File: src/rtl/vga_scan_gen.sv
// 640x480@60 raster timing generator. Presents scan coordinates to the glyph
// renderer and re-aligns its 1-bit result with sync/blanking after PIPE+1 ticks.
module vga_scan_gen #(
    parameter int H_ACTIVE = 640,
    parameter int H_FP     = 16,
    parameter int H_SYNC   = 96,
    parameter int H_BP     = 48,
    parameter int V_ACTIVE = 480,
    parameter int V_FP     = 10,
    parameter int V_SYNC   = 2,
    parameter int V_BP     = 33,
    parameter int CLK_DIV  = 2,
    parameter int PIPE     = 2
) (
    input  logic       clk,
    input  logic       rst_n,
    input  logic       pix,
    input  logic [7:0] fg_color,
    input  logic [7:0] bg_color,
    output logic [9:0] horizontal,
    output logic [8:0] vertical,
    output logic       pix_tick,
    output logic       hsync,
    output logic       vsync,
    output logic [7:0] rgb,
    output logic       frame_start
);

    localparam int H_TOTAL = H_ACTIVE + H_FP + H_SYNC + H_BP;
    localparam int V_TOTAL = V_ACTIVE + V_FP + V_SYNC + V_BP;

    localparam logic [3:0] DIV_LAST = 4'(CLK_DIV - 1);
    localparam logic [9:0] H_LAST   = 10'(H_TOTAL - 1);
    localparam logic [9:0] V_LAST   = 10'(V_TOTAL - 1);
    localparam logic [9:0] H_ACT    = 10'(H_ACTIVE);
    localparam logic [9:0] V_ACT    = 10'(V_ACTIVE);
    localparam logic [9:0] HS_BEG   = 10'(H_ACTIVE + H_FP);
    localparam logic [9:0] HS_END   = 10'(H_ACTIVE + H_FP + H_SYNC);
    localparam logic [9:0] VS_BEG   = 10'(V_ACTIVE + V_FP);
    localparam logic [9:0] VS_END   = 10'(V_ACTIVE + V_FP + V_SYNC);

    // Delay-line word layout: {active, hs, vs}; idle value is blanked with syncs released.
    localparam logic [2:0] DLY_IDLE = 3'b011;

    logic [3:0] div;
    logic       tick;
    logic [9:0] h_cnt;
    logic [9:0] v_cnt;
    logic [9:0] h_next;
    logic [9:0] v_next;
    logic       h_wrap;
    logic       v_wrap;
    logic [2:0] raw_bus;
    logic [2:0] dly_bus;

    // With CLK_DIV=1 DIV_LAST is 0, div never leaves 0 and tick is constantly high.
    assign tick     = (div == DIV_LAST);
    assign pix_tick = tick;

    always_ff @(posedge clk or negedge rst_n) begin
        if (!rst_n) begin
            div <= '0;
        end else if (tick) begin
            div <= '0;
        end else begin
            div <= div + 4'd1;
        end
    end

    always_comb begin
        h_wrap = (h_cnt == H_LAST);
        v_wrap = (v_cnt == V_LAST);
        h_next = h_wrap ? 10'd0 : h_cnt + 10'd1;
        v_next = v_cnt;
        if (h_wrap) begin
            v_next = v_wrap ? 10'd0 : v_cnt + 10'd1;
        end
    end

    // Coordinates are registered from the next counter values so they always
    // match the raster position held in h_cnt/v_cnt.
    always_ff @(posedge clk or negedge rst_n) begin
        if (!rst_n) begin
            h_cnt      <= '0;
            v_cnt      <= '0;
            horizontal <= '0;
            vertical   <= '0;
        end else if (tick) begin
            h_cnt      <= h_next;
            v_cnt      <= v_next;
            horizontal <= (h_next < H_ACT) ? h_next : 10'd0;
            vertical   <= (v_next < V_ACT) ? v_next[8:0] : 9'd0;
        end
    end

    always_comb begin
        raw_bus[2] = (h_cnt < H_ACT) && (v_cnt < V_ACT);
        raw_bus[1] = !((h_cnt >= HS_BEG) && (h_cnt < HS_END));
        raw_bus[0] = !((v_cnt >= VS_BEG) && (v_cnt < VS_END));
    end

    generate
        if (PIPE == 0) begin : g_no_pipe
            assign dly_bus = raw_bus;
        end else begin : g_pipe
            logic [2:0] stage [PIPE];

            always_ff @(posedge clk or negedge rst_n) begin
                if (!rst_n) begin
                    for (int i = 0; i < PIPE; i++) begin
                        stage[i] <= DLY_IDLE;
                    end
                end else if (tick) begin
                    stage[0] <= raw_bus;
                    for (int i = 1; i < PIPE; i++) begin
                        stage[i] <= stage[i-1];
                    end
                end
            end

            assign dly_bus = stage[PIPE-1];
        end
    endgenerate

    // Output stage adds the final tick of lag, so colour and syncs leave together.
    always_ff @(posedge clk or negedge rst_n) begin
        if (!rst_n) begin
            hsync <= 1'b1;
            vsync <= 1'b1;
            rgb   <= 8'h00;
        end else if (tick) begin
            hsync <= dly_bus[1];
            vsync <= dly_bus[0];
            rgb   <= dly_bus[2] ? (pix ? fg_color : bg_color) : 8'h00;
        end
    end

    always_ff @(posedge clk or negedge rst_n) begin
        if (!rst_n) begin
            frame_start <= 1'b0;
        end else begin
            frame_start <= tick && h_wrap && v_wrap;
        end
    end

endmodule

File: config.mk
export PLATFORM = sky130hd
export DESIGN_NAME = vga_scan_gen
export DESIGN_NICKNAME = d
export VERILOG_FILES = /design/src/rtl/vga_scan_gen.sv
export SDC_FILE = /design/constraint.sdc
export NUM_CORES = 1
export LEC_CHECK = 0
export CAP_MARGIN = 15
export CORE_MARGIN = 3
export CORE_UTILIZATION = 58
export DETAILED_ROUTE_END_ITERATION = 16
export GPL_TIMING_DRIVEN = 0
export PLACE_DENSITY_LB_ADDON = 0.2
export SYNTH_ARGS = -nofsm -noshare
export SYNTH_HDL_FRONTEND = slang
export SYNTH_SLANG_ARGS = --single-unit
File: constraint.sdc
create_clock -name clk -period 4.1 [get_ports clk]
set_input_delay 0.82 -clock clk [delete_from_list [all_inputs] [get_ports clk]]
set_output_delay 0.82 -clock clk [all_outputs]
set_load 0.1 [all_outputs]
==> impl_metrics.csv, run 1 <==
group,metric,value,unit
finish,most-common-layout-cells,"69 x nand2_1, 54 x dfrtp_1, 46 x clkdlybuf4s50_1",
floorplan,io_pins,50,
drt,viasPerCell,5.99,
place,dp_hpwl,5770,µm
sta,setup_viol,0,
worst_setup_path,cp.required,3.28,ns
finish,final_cell_area,4090,µm²
sta,fmax,0.258,GHz
yosys,ys_seq_area_frac,0.461,
worst_setup_path,slowest_stage,"dlygate4sd2_1",
clock_tree,clock-root-buffer,"clkbuf_8",
sta,fin_worst_skew,0.00744,ns
global_route,grt_first_pass_wirelength,13800,µm
floorplan,die_h,81.1,µm
sta,slew_headroom,0.336,
worst_setup_path,crit_path_max_fanout,10,
global_route,gr-usage-met2,0.447,
finish,nFillCells,356,
floorplan,die-area,6580,µm²
global_route,grt_util_met1,0.370,
yosys,yosys.area.top_type,"dfrtp_1",
place,place_congestion,0.946,
power,powerDensity,327,nW/µm²
worst_setup_path,arrival,3.06,ns
global_route,overflow,0,
clock_tree,cts_sinks,60,
worst_setup_path,crit_buf_inv,4,
yosys,synth.cell_area,3270,µm²
yosys,ys_warn_count,0,
floorplan,die_w,81.1,µm
yosys,synth_edf_count,0,
sta,holdWs,0.466,ns
finish,drive_gt1_frac,0.153,
hold_path,min-delay-path-class,"reg2reg",
finish,syn2layout_area_growth,25.0,%
drt,ant_nets,0,
sta,grt_setup_unrepaired,"false",
yosys,synth_area_leaders,"dfrtp_1 41%, nand2_1 7.9%, dfstp_2 4.8%",
worst_setup_path,cp-start-kind,"register",
sta,min_period,3.88,ns
yosys,avgSynthCellArea,9.83,µm²
clock_tree,clk_path_buf_depth,2,
finish,multi_input_area,1570,µm²
floorplan,core,5270,µm²
clock_tree,hold_buffers,0,
clock_tree,cts_tree,"built",
place,place_ws,0.262,ns
clock_tree,clk_latency,0.34,ns
yosys,synth_fp_nets,356,
sta,worstMarginPinSlew,0.993,ns
worst_setup_path,cp_slowest_stage_delay,0.91,ns
drt,detail_route.wl_per_cell,17.6,µm
sta,min_period_over_period,0.945,
drt,drt-initial-drc-count,184,
run,timing.max_cap.violations,0,
floorplan,rows,26,
sta,hold_viol_final,0,
finish,fin_nets,416,
power,irDropWorstVdd,0.221,mV
worst_setup_path,crit_family,"buffers and inverters",
global_route,gr-usage-met3,0.0665,
run_status,status,"finished clean",
global_route,antenna_found_initial,0,
worst_setup_path,crit_path_end_kind,"primary output",
yosys,synth_cell_types,61,
sta,drv_slew,0,
power,p_leak,0.00175,µW
yosys,async_reset_ff_frac,1.00,
global_route,grt.total_usage,0.277,
yosys,ys.flop_type,"dfrtp_1",
global_route,grt_start_max_net_pins,35,
clock_tree,cts_buffers,9,
floorplan,start_util,0.621,
worst_setup_path,path_class,"reg2out",
finish,diodes,0,
finish,mostFrequentLayoutCell,"nand2_1",
yosys,netlist_instances,333,
drt,drc,0,
yosys,synth_top_area_frac,0.413,
yosys,ys_seq_elements,60,
clock_tree,h-tree-depth,3,
sta,finalSetupTns,0,ns
clock_tree,clkSlewWorstSetupHoldPaths,0.07,ns
drt,first_pass_iters,5,
worst_setup_path,crit_chain,"nand2b_1 > or3_2 > inv_1 > buf_2 > buf_1 > dlygate4sd2_1",
sta,fin_ws,0.224,ns
place,io_buffers,48,
place,dpl_cell_area,3850,µm²
finish,seqCellArea,1510,µm²
drt,vias,2805,
global_route,grt_most_used_layer,"met2",
global_route,grt_pass1_vias,2852,
drt,totalWireLength,8240,µm
## final cells by class
| cell class | instances | area share |
|---|---|---|
| multi-input combinational | 240 | 0.384 |
| sequential | 60 | 0.369 |
| timing repair buffer | 49 | 0.121 |
| clock buffer | 12 | 0.0404 |
| buffer | 24 | 0.0389 |
| tap | 70 | 0.0214 |
| clock inverter | 4 | 0.0171 |
| inverter | 9 | 0.00826 |
## where the power goes
part           internal, µW  switching (µW)  leakage [µW]
sequential              598            3.37      0.000765
clock                   390             241      0.000122
combinational          33.9            69.3      0.000861
total                  1020             314       0.00175
## metrics by stage
stage | utilization | power, µW | cells
floorplan | - | 670 | 333
global placement | 0.729 | 713 | 451
detailed placement | 0.731 | 717 | 452
CTS | 0.776 | 1340 | 468
global route | 0.776 | 1370 | 468
finish | 0.776 | 1340 | 468
## kinds of logic after synthesis
group                    Yosys count  share of synthesized area
flip-flops                        60                      0.461
buffers and inverters             33                     0.0589
AND/OR/NAND/NOR                  135                      0.213
adder cells (fa/ha/maj)            4                     0.0153
AO/OA/AOI/OAI                     73                      0.172
XOR/XNOR                          19                     0.0509
multiplexers                       9                     0.0279
## flip-flops by register name, summed over array words and instances (netlist names)
| signal | flops |
|---|---|
| vsync | 1 |
| horizontal | 10 |
| g_pipe.stage | 3 |
| v_cnt | 10 |
| hsync | 1 |
| rgb | 8 |
| div | 4 |
| frame_start | 1 |
| dly_bus | 3 |
| vertical | 9 |
| h_cnt | 10 |
## worst reg2reg max path: cells and delay by family (launching register included)
family | cells | cell delay, ns
AO/OA/AOI/OAI | 4 | 1.38
adder cells (fa/ha/maj) | 1 | 0.34
AND/OR/NAND/NOR | 1 | 0.31
flip-flops | 1 | 0.43
## Yosys cell counts (all sizes together) (6+ instances only)
library cell / instances
mux2i: 8
nand4: 6
o31ai: 7
nand2: 69
xnor2: 8
inv: 9
nand3: 9
dfrtp: 54
nor2: 19
a22o: 11
o21ai: 22
dfstp: 6
o41ai: 11
buf: 18
xor2: 11
clkbuf: 6
## metal layers
layer,up-vias,share of wire,wire length (µm)
li1,1300,-,-
met5,-,0,0
met2,121,0.47,3860
met4,0,0.012,101
met1,1373,0.44,3590
met3,11,0.083,685
## final timing paths
path / start / to / slack, ns / cells past startpoint
max: div[1] / pix_tick / 0.22 / 6
min: dly_bus[0] / vsync / 0.47 / 2
max reg2reg: h_cnt[0] / horizontal[4] / 1.47 / 6
min reg2reg: dly_bus[0] / vsync / 0.47 / 2
max in group asynchronous: rst_n / hsync / 2.94 / 2
min in group asynchronous: rst_n / rgb[2] / 0.49 / 1
## what timing repair did
item | 4_1_cts | 5_1_grt
buffers inserted | 0 | 0
resized for setup | 1 | 0
endpoints found under the setup margin | 1 | 0
endpoints found under the hold margin | 0 | 0
(Power assumes the default switching activity.)
==> run 2: changes to the inputs <==
CORE_MARGIN = not set   (was 3)
==> run 2 against run 1 <==
Critical path depth unchanged. Sequential power about the same. Combinational power about the same. Clock skew up 0.0012 ns. Fmax down 1.2%. Non-clock buffer count unchanged. Register-to-register slack worse by 0.07 ns. Core utilization down 0.26 points. Final cell count unchanged. Sequential cell count unchanged. Routed wire length down 0.96%. Clock power down 7.8%. Largest cell class unchanged. Largest power group is now registers.
==> impl_metrics.csv, run 2 (synthesis results as in run 1) <==
group,metric,value,unit
run_status,status,"finished clean",
worst_setup_path,arrival,3.10,ns
sta,fin_ws,0.175,ns
sta,finalSetupTns,0,ns
sta,worstMarginPinSlew,1.00,ns
worst_setup_path,cp_slowest_stage_delay,0.92,ns
global_route,overflow,0,
sta,min_period,3.92,ns
drt,detail_route.wl_per_cell,17.4,µm
clock_tree,h-tree-depth,3,
clock_tree,clk_latency,0.35,ns
worst_setup_path,path_class,"reg2out",
drt,ant_nets,0,
global_route,grt.total_usage,0.303,
finish,largestRegisters,"h_cnt (10), horizontal (10), v_cnt (10)",
sta,setup_viol,0,
global_route,antenna_found_initial,0,
worst_setup_path,reg2reg_depth,6,
sta,drv_slew,0,
worst_setup_path,crit_family,"buffers and inverters",
global_route,grt_start_max_net_pins,34,
finish,drive_gt1_frac,0.153,
drt,viasPerCell,5.98,
floorplan,core,5270,µm²
worst_setup_path,slowest_stage,"dlygate4sd2_1",
finish,most-common-layout-cells,"69 x nand2_1, 54 x dfrtp_1, 46 x clkdlybuf4s50_1",
worst_setup_path,crit_start,"div[1]",
place,place_congestion,0.929,
worst_setup_path,reg2reg_to,"horizontal[6]",
worst_setup_path,crit_chain,"nand2b_1 > or3_2 > inv_1 > buf_2 > buf_1 > dlygate4sd2_1",
clock_tree,cts_resized,1,
clock_tree,cts_buffers,9,
clock_tree,cts_tree,"built",
worst_setup_path,reg2reg_from,"h_cnt[1]",
place,io_buffers,48,
run,timing.max_cap.violations,0,
place,place_ws,0.248,ns
finish,mostFrequentLayoutCell,"nand2_1",
place,dp_hpwl,5560,µm
worst_setup_path,cp.depth,6,
worst_setup_path,crit_buf_inv,4,
worst_setup_path,crit_end,"pix_tick",
hold_path,hold_path_depth,2,
clock_tree,post_cts_buffers,0,
clock_tree,hold_buffers,0,
floorplan,die_w,77.1,µm
finish,fin_nets,416,
sta,slew_headroom,0.331,
drt,vias,2799,
floorplan,start_util,0.621,
drt,totalWireLength,8160,µm
hold_path,min_from,"vsync",
clock_tree,clk_path_buf_depth,2,
worst_setup_path,crit_path_max_fanout,10,
clock_tree,clock-root-buffer,"clkbuf_8",
sta,grt_setup_unrepaired,"false",
drt,first_pass_iters,5,
sta,fin_worst_skew,0.00862,ns
global_route,grt_pass1_vias,2744,
power,irDropWorstVdd,0.234,mV
floorplan,die_h,77.1,µm
global_route,grt_first_pass_wirelength,13800,µm
hold_path,min-delay-path-class,"reg2reg",
finish,diodes,0,
drt,drt-initial-drc-count,263,
clock_tree,clkSlewWorstSetupHoldPaths,0.07,ns
power,p_leak,0.00174,µW
sta,fmax,0.255,GHz
finish,syn2layout_area_growth,24.6,%
floorplan,rows,26,
floorplan,io_pins,50,
sta,min_period_over_period,0.957,
clock_tree,cts_sinks,60,
floorplan,die-area,5950,µm²
worst_setup_path,crit_path_end_kind,"primary output",
worst_setup_path,cp.required,3.28,ns
power,powerDensity,316,nW/µm²
drt,drc,0,
worst_setup_path,r2r_slack,1.40,ns
worst_setup_path,cp-start-kind,"register",
sta,hold_viol_final,0,
==> run 2: cell count changes in the layout (fill, tap and decap cells not counted) <==
cell,change
clkbuf_8,+1
clkinv_2,-1
bufinv_16,-1
clkinvlp_4,+1
==> run 2: routing by layer <==
| metal | track usage | wire length [µm] |
|---|---|---|
| met1 | 0.407 | 3530 |
| met2 | 0.484 | 3800 |
| met3 | 0.0500 | 604 |
| met4 | 0.136 | 222 |
| met5 | 0 | 0 |
==> run 2: cell type report <==
| type | count | area, µm² |
|---|---|---|
| inverter | 9 | 33.8 |
| multi-input combinational | 240 | 1570 |
| timing repair buffer | 49 | 494 |
| clock buffer | 13 | 179 |
| fill | 364 | 1190 |
| clock inverter | 3 | 42.5 |
| tap | 70 | 87.6 |
| sequential | 60 | 1510 |
| buffer | 24 | 159 |
==> run 2: how the worst min path moves through the flow <==
stage                       endpoint  slack, ns
after global placement    dly_bus[1]       0.45
after global routing      dly_bus[1]       0.49
after CTS                      vsync       0.46
after floorplan           dly_bus[0]       0.43
after detailed placement       vsync       0.45
final                          vsync       0.46
==> run 2: worst reg2reg max path: cells and delay by family, from the launching register on <==
| kind | cells | cell delay (ns) |
|---|---|---|
| adder cells (fa/ha/maj) | 1 | 0.35 |
| flip-flops | 1 | 0.42 |
| AND/OR/NAND/NOR | 1 | 0.33 |
| AO/OA/AOI/OAI | 4 | 1.43 |
==> run 2: power breakdown <==
group          leakage [µW]  total (µW)  internal (µW)  switching, µW
Sequential         0.000765         602            598           3.30
Combinational      0.000861         103           33.9           68.6
Clock              0.000112         582            346            236
==> run 2: per-stage QoR <==
step | utilization | total power (µW) | cells | instance area [µm²] | hold WS (ns)
5_1_grt | 0.773 | 1320 | 468 | 4080 | 0.486
6_report | 0.773 | 1290 | 468 | 4080 | 0.458
4_1_cts | 0.773 | 1290 | 468 | 4080 | 0.459
2_1_floorplan | - | 670 | 333 | 3270 | 0.435
3_3_place_gp | 0.729 | 712 | 451 | 3840 | 0.445
3_5_place_dp | 0.731 | 715 | 452 | 3850 | 0.450
==> patch, RTL diff (config.mk and constraints of run 1) <==
`PIPE`: 2 -> 1.
--- a/src/rtl/vga_scan_gen.sv
+++ b/src/rtl/vga_scan_gen.sv
@@ -10,7 +10,7 @@
     parameter int V_SYNC   = 2,
     parameter int V_BP     = 33,
     parameter int CLK_DIV  = 2,
-    parameter int PIPE     = 2
+    parameter int PIPE     = 1
 ) (
     input  logic       clk,
     input  logic       rst_n,
Function: changed (a bounded check fails within 10 cycles, from zero or initial values and one cycle with rst_n low).
==> patch against run 1 <==
Area after synthesis decreased by 11%. Maximum frequency increased by 1.6%. Cell area is 9.4% lower. Worst setup slack improved by 61 ps. Sequential cell count decreased by 3. Critical endpoint unchanged. Largest cell class is now registers. Core utilization is 0.18 points lower. Wire length is 15% lower. Count of clock-buffer cells in the layout down 1. Total power is 4.5% lower.
==> patch: results (changes against run 1) <==
Parameter                              Value

Global route
  Met2 track demand over resource    0.408 (-0.0390)
  Wire length of the first global-routing pass    12200 um (-11%)
  Number of antenna violations at the first check in global routing    0 (unchanged)
  Met1 layer usage reported by global route    0.348 (-0.0217)
  Met3 capacity usage during global routing    0.0915 (+0.0250)
  Largest net degree at the start of global routing    37 (+5.7%)
  Overall track demand over capacity in global routing    0.263 (-0.0141)

Clock tree
  Skew-Pair Late Insertion Delay    340 ps (about the same)
  Maximum clock insertion buffer count    2 (unchanged)
  Setup repair bufs after CTS    0 (unchanged)
  CTS H-tree lvls    3 (unchanged)
  Number of clock buffers inserted by TritonCTS    9 (unchanged)
  Register clock-pin slew on the reported worst setup and hold paths    70 ps (about the same)

Worst setup path
  FF-to-FF End    vertical[5]$_DFFE_PN0P_
  Signal arrival time at the worst endpoint    2990 ps (-70 ps)
  End point of the critical path    pix_tick
  Startpoint of the most critical register-to-register path    h_cnt[0]$_DFFE_PN0P_
  Family of cells with the greatest summed delay on the critical path    buffers and inverters
  Delay of the slowest critical-path stage    920 ps
  Worst Setup SP    div[1]$_DFF_PN0_
  Depth of the worst register-to-register path    7 (+1)
  Register-to-register path setup slack    1400 ps (-70 ps)
  Critical-path top delay cell    dlygate4sd2_1

Hold path
  Worst hold path type    input pin to async pin

Layout
  Registers with the most flip-flops    h_cnt (10), horizontal (10), v_cnt (10)
  Cell area after layout    0.00370 sq mm (-9.4%)
  Count of non-filler cells in the finished layout    443 (-5.3%)
  Final nets    394 (-5.3%)
  # diodes    0 (unchanged)
  Proportion of layout cells with a drive suffix above 1    0.0745 (-0.0788)

Routing
  Average wire per cell in the routed design    15.9 um (-9.8%)
  First drt pass iteration count    5 (unchanged)
  Met3 wire len    597 um (-13%)
  Sum of met2 wire segment lengths after detailed routing    3250 um (-16%)
  M1 WL    3060 um (-15%)
  Routed via count    2538 (-9.5%)
  Starting DRC count in detailed routing    187 (+1.6%)
  Highest layer used for signal routing    met4

Place
  Standard cell area after detailed placement    0.00348 sq mm (-9.8%)
  Dpl cells    427 (-5.5%)
  Setup slack after placement    401 ps (+139 ps)
  Number of port buffers    48 (unchanged)
  Detail Placement HPWL    4690 um (-19%)
  Routability congestion estimate from global placement    0.914 (-3.3%)

STA
  Max Clock Skew    8.18 ps (+0.735 ps)
  Highest Clock Rate    0.262 GHz (+1.6%)
  Final-report hold violation count    0 (unchanged)
  Least-Margin Pin Slew    999 ps (+6.42 ps)

Logic synthesis
  Top cells by instance count after synthesis    53 x dfrtp_1, 53 x nand2_1, 26 x nor2_1, 22 x o21ai_0, 16 x clkbuf_1
  Post-Synthesis Net Count    334 (-6.2%)
  Cell types with the largest area share after synthesis    dfrtp_1 46%, nand2_1 6.9%, xnor2_1 4.2%
  FFs w/ async S/R, synth    1.00 (unchanged)
  Number of warnings reported in the yosys synthesis log    0 (unchanged)
  Sequential share of the synthesized area    0.494 (+0.0328)
  Post-Synthesis Cells    311 (-6.6%)
  Unique masters post-synth    43 (-30%)

Pwr
  Worst IR drop on VDD    0.000439 V (+98%)
  Static Leakage    0.00157 uW (-10%)

Outcome
  Outcome    finished clean
-- patch: how the worst min path moves through the flow --
stage / from / to / slack, ps / cells after the start
6_report: rst_n / div[2]$_DFF_PN0_ / 450 / 1
5_1_grt: rst_n / div[0]$_DFF_PN0_ / 470 / 1
3_5_place_dp: dly_bus[0]$_DFFE_PN1P_ / vsync$_DFFE_PN1P_ / 450 / 2
4_1_cts: rst_n / div[2]$_DFF_PN0_ / 460 / 1
3_3_place_gp: dly_bus[0]$_DFFE_PN1P_ / vsync$_DFFE_PN1P_ / 440 / 2
2_1_floorplan: dly_bus[0]$_DFFE_PN1P_ / vsync$_DFFE_PN1P_ / 430 / 2
-- patch: kinds of logic (layout without fill, tap and decap cells) --
| kind of cell | count (synthesis) | count (layout) | synth area share |
|---|---|---|---|
| flip-flops | 57 | 57 | 0.494 |
| XOR/XNOR | 22 | 22 | 0.0665 |
| AO/OA/AOI/OAI | 60 | 60 | 0.133 |
| multiplexers | 8 | 8 | 0.0276 |
| AND/OR/NAND/NOR | 134 | 134 | 0.228 |
| buffers and inverters | 26 | 91 | 0.0341 |
| adder cells (fa/ha/maj) | 4 | 4 | 0.0173 |
-- patch: final cells by class --
cell class,instances,area (sq um)
multi-input cells,228,1370
flip-flops and latches,57,1430
inverters,7,26.3
plain buffers,19,72.6
fillers,339,1080
repair buffers,49,494
clock buffers,11,151
clock inverters,5,77.6
well taps,67,83.8
-- patch: power by group --
part           switching, uW  total, uW  internal [uW]
Sequential              3.17        572            569
Combinational           67.7        102           33.9
Clock                    230        603            373
Total                    301       1280            975
-- patch: timing repair --
action                                  4_1_cts  5_1_grt
endpoints found under the setup margin        1        0
hold endpoints to repair                      0        0
gates resized for setup                       1        0
